`config.mk`:
```
export PLATFORM = sky130hd
export DESIGN_NAME = hazard_ctrl
export DESIGN_NICKNAME = d
export VERILOG_FILES = /design/src/rtl/hazard_ctrl.sv
export SDC_FILE = /design/constraint.sdc
export NUM_CORES = 1
export LEC_CHECK = 0
export ABC_AREA = 1
export BUFFER_PORTS_ARGS = -buffer_cell sky130_fd_sc_hd__buf_2
export CORE_MARGIN = 2
export CORE_UTILIZATION = 55
export DETAILED_ROUTE_END_ITERATION = 8
export PLACE_DENSITY = 0.87
export SLEW_MARGIN = 20
export SYNTH_ARGS = -nofsm -noshare
export SYNTH_HDL_FRONTEND = slang
export SYNTH_SLANG_ARGS = --single-unit
```
`constraint.sdc`:
```
create_clock -name clk -period 2.9 [get_ports clk]
set_clock_uncertainty 0.1 [all_clocks]
set_input_delay 0.29 -clock clk [delete_from_list [all_inputs] [get_ports clk]]
set_output_delay 0.29 -clock clk [all_outputs]
set_load 0.02 [all_outputs]
```
`src/rtl/hazard_ctrl.sv`:
```
// hazard_ctrl: stall/flush/forward sequencer for the 5-stage pipeline.
// Resolves load-use, taken-branch and multi-cycle execute hazards.
//
// Ports:
//   clk, rst_n            clock, async active-low reset
//   Rs1_D, Rs2_D          decode-stage sources
//   Rs1_E, Rs2_E, Rd_E    execute-stage sources / destination
//   RegWrite_E            execute-stage writes register
//   ResultSrc_E           execute result select (2'b01 = load)
//   PCtaken_E             branch/jump taken in execute
//   mc_start_E, mc_done   multi-cycle execute handshake
//   Rd_M, RegWrite_M      memory-stage destination / write enable
//   Rd_W, RegWrite_W      writeback-stage destination / write enable
//   Stall_F, Stall_D      hold PC / hold IF/ID
//   Flush_D               clear IF/ID
//   Stall_E, Flush_E      hold / clear ID/EX
//   Flush_M               clear EX/MEM
//   ForwardA_E/B_E        operand select: 00 RF, 10 MEM, 01 WB
//   stall_count           saturating count of Stall_D cycles
//   mc_timeout            sticky multi-cycle timeout flag
module hazard_ctrl #(
   parameter int WIDTH      = 32,
   parameter int MC_TIMEOUT = 64
) (
   input  logic             clk,
   input  logic             rst_n,
   input  logic [4:0]       Rs1_D,
   input  logic [4:0]       Rs2_D,
   input  logic [4:0]       Rs1_E,
   input  logic [4:0]       Rs2_E,
   input  logic [4:0]       Rd_E,
   input  logic             RegWrite_E,
   input  logic [1:0]       ResultSrc_E,
   input  logic             PCtaken_E,
   input  logic             mc_start_E,
   input  logic             mc_done,
   input  logic [4:0]       Rd_M,
   input  logic             RegWrite_M,
   input  logic [4:0]       Rd_W,
   input  logic             RegWrite_W,
   output logic             Stall_F,
   output logic             Stall_D,
   output logic             Flush_D,
   output logic             Stall_E,
   output logic             Flush_E,
   output logic             Flush_M,
   output logic [1:0]       ForwardA_E,
   output logic [1:0]       ForwardB_E,
   output logic [WIDTH-1:0] stall_count,
   output logic             mc_timeout
);

   localparam int CW = (MC_TIMEOUT > 2) ? $clog2(MC_TIMEOUT) : 1;
   localparam logic [CW-1:0] CNT_LAST = CW'(MC_TIMEOUT - 1);

   localparam logic [0:0] RUN     = 1'b0;
   localparam logic [0:0] MC_WAIT = 1'b1;

   logic [0:0]       state_q;
   logic [0:0]       state_d;
   logic [CW-1:0]    cnt_q;
   logic [CW-1:0]    cnt_d;
   logic             timeout_q;
   logic             timeout_d;
   logic [WIDTH-1:0] sc_q;

   logic             load_use;
   logic             mc_hold;
   logic             cnt_last;

   logic             sf;
   logic             sd;
   logic             fd;
   logic             se;
   logic             fe;
   logic             fm;
   logic [1:0]       fa;
   logic [1:0]       fb;

   assign load_use = (ResultSrc_E == 2'b01) && RegWrite_E &&
                     (Rd_E != 5'd0) &&
                     ((Rd_E == Rs1_D) || (Rd_E == Rs2_D));

   assign mc_hold  = mc_start_E && !mc_done;
   assign cnt_last = (cnt_q == CNT_LAST);

   always_comb begin
      sf        = 1'b0;
      sd        = 1'b0;
      fd        = 1'b0;
      se        = 1'b0;
      fe        = 1'b0;
      fm        = 1'b0;
      state_d   = state_q;
      cnt_d     = cnt_q;
      timeout_d = timeout_q;
      case (state_q)
         RUN: begin
            // A taken branch squashes whatever is younger, so it
            // wins over any stall request raised in the same cycle.
            if (PCtaken_E) begin
               fd = 1'b1;
               fe = 1'b1;
            end else if (mc_hold) begin
               sf      = 1'b1;
               sd      = 1'b1;
               se      = 1'b1;
               fm      = 1'b1;
               state_d = MC_WAIT;
               cnt_d   = '0;
            end else if (load_use) begin
               sf = 1'b1;
               sd = 1'b1;
               fe = 1'b1;
            end
         end
         MC_WAIT: begin
            if (mc_done) begin
               state_d = RUN;
            end else if (cnt_last) begin
               // Give up on the unit: release the pipe, flag it.
               timeout_d = 1'b1;
               state_d   = RUN;
            end else begin
               sf    = 1'b1;
               sd    = 1'b1;
               se    = 1'b1;
               fm    = 1'b1;
               cnt_d = cnt_q + CW'(1);
            end
         end
         default: begin
            state_d = RUN;
         end
      endcase
   end

   // MEM result is newer than WB, so it takes priority.
   assign fa = (RegWrite_M && (Rd_M != 5'd0) && (Rd_M == Rs1_E)) ? 2'b10 :
               (RegWrite_W && (Rd_W != 5'd0) && (Rd_W == Rs1_E)) ? 2'b01 :
               2'b00;

   assign fb = (RegWrite_M && (Rd_M != 5'd0) && (Rd_M == Rs2_E)) ? 2'b10 :
               (RegWrite_W && (Rd_W != 5'd0) && (Rd_W == Rs2_E)) ? 2'b01 :
               2'b00;

   // Controls are forced quiet for as long as reset is held.
   assign Stall_F    = rst_n & sf;
   assign Stall_D    = rst_n & sd;
   assign Flush_D    = rst_n & fd;
   assign Stall_E    = rst_n & se;
   assign Flush_E    = rst_n & fe;
   assign Flush_M    = rst_n & fm;
   assign ForwardA_E = {2{rst_n}} & fa;
   assign ForwardB_E = {2{rst_n}} & fb;

   always_ff @(posedge clk or negedge rst_n) begin
      if (!rst_n) begin
         state_q   <= RUN;
         cnt_q     <= '0;
         timeout_q <= 1'b0;
      end else begin
         state_q   <= state_d;
         cnt_q     <= cnt_d;
         timeout_q <= timeout_d;
      end
   end

   always_ff @(posedge clk or negedge rst_n) begin
      if (!rst_n) begin
         sc_q <= '0;
      end else if (Stall_D && (sc_q != '1)) begin
         sc_q <= sc_q + WIDTH'(1);
      end
   end

   assign stall_count = sc_q;
   assign mc_timeout  = timeout_q;

endmodule

```
**Word level (Yosys, flattened, before mapping)**

Index checks and enable logic that the tools add are counted.

- Add/sub/neg operators: 2
- Multipliers: 0
- Div/mod/pow operators: 0
- Order comparisons: 0
- Equality and inequality tests: 13
- Shifts and indexed selects: 0
- Muxes and demuxes: 23
- Bitwise gates (word level): 8
- Reductions and logical operators: 18

Operator list:

| operator | number |
|---|---|
| 32-bit by 1-bit adder with 32-bit output, second input constant | 1 |
| 32-bit inequality test, second input constant | 1 |
| 5-bit == test | 6 |
| 6-bit two-way mux | 4 |
| 5-bit nonzero test | 3 |
| 1-bit two-way mux | 14 |
| 6-bit one-hot mux with 2 select lines | 1 |
| 1-bit logical AND | 11 |
| 2-bit inequality test, second input constant | 4 |
| 6-bit by 1-bit adder with 6-bit output, second input constant | 1 |
| 6-bit == test, second input constant | 1 |
| 1-bit AND | 4 |
| 2-bit AND | 2 |
| 2-bit two-way mux | 2 |
| 1-bit one-hot mux with 2 select lines | 2 |
| 4-bit AND reduction | 1 |
| 3-bit AND reduction | 1 |
| 2-bit by 1-bit == test with 1-bit output, second input constant | 1 |
| 1-bit NOT | 2 |
| 1-bit zero test | 1 |
| 1-bit logical OR | 1 |

- Register bits after elaboration: 40
- Bits in latches: 0
- Bits in writable memories: 0
- ROM bits: 0
- Input bits: 45
- Output and inout port bits: 43
- Word-level logic and storage cells: 68
- Memories kept: 0

**Logic depth before layout (Yosys ltp)**

- Depth after elaboration: 10
- Depth in mapped cells: 12
- Depth with buffers taken out: 11

**Least setup slack after synthesis**

OpenSTA, ideal clock, no wires.

- Path kind: register to output
- From: register cnt_q[0]
- To: output Stall_F
- Arrival time: 1,946 ps
- Data required time: 2,510 ps
- Setup slack: 564 ps
- Stages on the path, launching flop included: 9
- Buffers on the path: 1
- Cell sequence: dfrtp_1 ha_1 nand2_1 nor2_1 nand4_1 nand3_1 nor2_2 a21boi_0 buf_4

- Longest elaborated chain between the ends: 5

Ends and longest elaborated chain:

| item | RTL line | source |
|---|---|---|
| from (decl) | 61 | `logic [CW-1:0] cnt_q;` |
| from (signal assigned) | 164 | `cnt_q <= cnt_d;` |
| 6-bit == test | 85 | `assign cnt_last = (cnt_q == CNT_LAST);` |
| 1-bit two-way mux (2 in series) | - |  |
| 1-bit one-hot mux with 2 select lines | - |  |
| 1-bit AND | - |  |
| to (decl) | 41 | `output logic Stall_F,` |

Every way passes these cells.

**Worst setup path in the final report**

- From: register cnt_q[0]
- To: output Stall_E

- Longest elaborated chain between the ends: 5

Ends and longest elaborated chain:

| item | RTL line | source |
|---|---|---|
| 6-bit == test | 85 |  |
| 1-bit two-way mux (2 in series) | - |  |
| 1-bit one-hot mux with 2 select lines | - |  |
| net fm | 76 | `logic fm;` |
| 1-bit AND | 151 | `assign Stall_E = rst_n & se;` |
| to (decl) | 44 | `output logic Stall_E,` |

The timed path passes the listed nets, and every way through them passes these cells.

==> results_dict.tcl <==
set metrics [dict create \
    synthesis.area_mm2 0.00318 \
    die_w_um 80.1 \
    layout_common_cells "203 x nand2_1, 87 x buf_2, 65 x nor2_1" \
    path_cells "ha_1 -> nand2_1 -> nor2_1 -> nand4_1 -> nand3_1 -> nor2_1 -> inv_2 -> nor2_1 -> buf_2" \
    cts_resized 0 \
    gp_congestion 0.956 \
    synth_edf_count 0 \
    worstPathRequired_ns 2.51 \
    synthMuxAreaShare_pct 0 \
    worstSetupPathType "register to output pin" \
    htree_levels 2 \
    grt_max_degree 42 \
    startpoint_type "register" \
    max-vdd-ir-drop_mv 0.204 \
    yosys.area_share.adder_pct 0.786 \
    cp_common_cell "nor2_1" \
    grt_overflow 0 \
    cts_root_buf "clkbuf_8" \
    leakage_nw 2.00 \
    p_comb_share_pct 25.8 \
    crit_arrival_ns 2.07 \
    dieHeight_um 80.1 \
    clkTransAtPathRegs_ns 0.07 \
    p_switching_w 0.000455 \
    crit_path_max_fanout 8 \
    drtPass1Iterations 5 \
    wl_per_cell_um 13.3 \
    postCtsSetupBuffers 0 \
    syn_avg_cell_area_um2 6.42 \
    grt_antenna_before_repair 0 \
    nets 626 \
    synth_top_area_share_pct 31.4 \
    cpPeakStageDelay_ns 0.42 \
    layout_commonest_cell "nand2_1" \
    crit_path_top_delay_cell "dfrtp_1" \
    grt.met3_usage_pct 3.48 \
    grt_first_pass_wirelength_um 14600 \
    synth-seq-cells 40 \
    period_share_pct 84.9 \
    intPower_w 0.000858 \
    grt_pass1_vias 3307 \
    routed_wl_um 8640 \
    met1_usage_pct 36.6 \
    netlist_instances 496 \
    synthTopCellsByArea "dfrtp_1 31%, nand2_1 24%, nand4_1 8.1%, nor2_1 7.7%, xor2_1 4.7%" \
    slew_headroom_pct 56.9 \
    setup_viol 0 \
    drt.antenna.violating_nets 0 \
    initial_core_util_pct 57.5 \
    rsz0062_at_grt "false" \
    cts_hold_buf 0 \
    synth_largest_area_cell "dfrtp_1" \
    dp.cells 644 \
    io_pins 88 \
    async_flop_share_pct 100 \
    ys_warn_count 0 \
    tns_ns 0 \
    track_usage_pct 28.6 \
    synth_fp_nets 543 \
    area_growth_pct 17.1 \
    fill_cells 501 \
    hold_class "input port to async pin" \
    tightest_slew_ns 0.645 \
    cp_top_family "simple AND/OR/NAND/NOR gates" \
    cts_sinks 40 \
    finalCriticalPeriod_ns 2.46 \
    power_frac_clock_pct 25.6 \
    drv_slew 0 \
    finalHoldViolations 0 \
    ys_seq_area_share_pct 31.4 \
    ys.flop_type "dfrtp_1" \
    sw_frac_of_total_pct 34.7 \
    synth_xor_area_share_pct 8.80 \
    dp_hpwl_um 6670 \
    drive_gt1_share_pct 19.1 \
    port_buffers 87 \
    cts_max_path_buffers 2 \
    antenna_cells 0 \
    critPathCaptureType "output pin" \
    max_freq_ghz 0.406 \
    synth_compound_area_share_pct 3.93 \
    layout.cells.non_filler 649 \
    p_per_area_mw_per_mm2 352 \
    vias 3542 \
    clock_latency_ns 0.29 \
    cts_tree "built" \
    r2r_slack_ns 0.54 \
    maxCapViolations 0 \
    row_count 27 \
    p_seq_share_pct 48.7 \
    synth_cell_types 30 \
    grt.busiest_layer "met2" \
    numCtsBuffers 5 \
    synth_top_family_by_area "simple AND/OR/NAND/NOR gates" \
    drtIter0Drc 282 \
    grt_use_met2_pct 49.9 \
    cp_num_buf_inv 2 \
    dieArea_mm2 0.00641 \
    yosys.area_share.simple_pct 48.0 \
    core_mm2 0.00554 \
    drc_errors 0 \
    status "finished, final reports clean" \
    viasPerCell 5.46 \
]
-- path summary, 6_finish.rpt --
kind / depth (start not counted) / endpoint / start
max: 9 / Stall_E / cnt_q[0]
max in group asynchronous: 2 / stall_count[29] / rst_n
min reg2reg: 1 / mc_timeout / mc_timeout
min in group clk: 2 / mc_timeout / mc_done
min: 2 / stall_count[11] / rst_n
max reg2reg: 9 / stall_count[6] / stall_count[0]
-- sequential cells by signal, summed over array words and instances, names as in the netlist --
name / count
cnt_q: 6
mc_timeout: 1
stall_count: 32
state_q: 1
-- cell usage after synthesis, drive strengths merged, types with 2 or more instances --
master	count
nand4	42
xor2	17
dfrtp	40
o22ai	3
nand2	203
nor2	69
nor4	2
clkbuf	5
nand3b	13
xnor2	15
buf	10
nor3	2
a21oi	5
inv	37
ha	2
o21ai	7
a211oi	2
nand3	14
or2	3
-- kinds of logic (layout without fill, tap and decap cells) --
logic type	count (synthesis)	in the layout
compound gates	21	21
fa+ha+maj	2	2
buf+inv	53	134
simple gates	348	348
xor+xnor	32	32
flops	40	40
-- worst register-to-register path, cell delays in order, from the launching register on --
cell,delay [ns]
dfrtp_1,0.49
ha_1,0.32
nand3_2,0.19
nor2_4,0.19
nand3_2,0.08
nor2_2,0.11
nand4_2,0.12
nand3_2,0.47
nand2_1,0.13
nand2_1,0.10
-- stage by stage --
step / total power (W) / utilization, % / cell area, um^2 / hold slack [ns] / worst slack (ns)
floorplan: 0.000856 / - / 3180 / -0.106 / 0.564
global placement: 0.000971 / 66.0 / 3660 / 0.353 / 0.647
detailed placement: 0.000987 / 66.0 / 3660 / 0.363 / 0.612
CTS: 0.00132 / 67.3 / 3730 / 0.0577 / 0.435
global route: 0.00138 / 67.3 / 3730 / 0.0945 / 0.257
finish: 0.00131 / 67.3 / 3730 / 0.0407 / 0.438
-- routing by layer --
layer	routed length, um	vias up	share of wire [%]
met3	562	16	6.5
met5	0	-	0
met1	3730	1629	43
li1	-	1761	-
met2	4180	136	48
met4	165	0	1.9
-- area by class of cell --
class / count / area, um^2 / area share, %
clock buffer: 5 / 68.8 / 1.85
inverter: 38 / 143 / 3.83
timing repair buffer: 91 / 465 / 12.5
tap: 72 / 90.1 / 2.42
multi-input combinational: 403 / 1960 / 52.6
sequential: 40 / 1000 / 26.9
-- power by group through the flow --
stage / clock (W) / combinational [W] / sequential [W]
after global placement: 0 / 0.000324 / 0.000647
after global routing: 0.000353 / 0.000380 / 0.000643
after CTS: 0.000339 / 0.000341 / 0.000638
after detailed placement: 0 / 0.000339 / 0.000648
after floorplan: 0 / 0.000194 / 0.000662
final: 0.000336 / 0.000338 / 0.000639
Power figures use the tool's default switching activity.
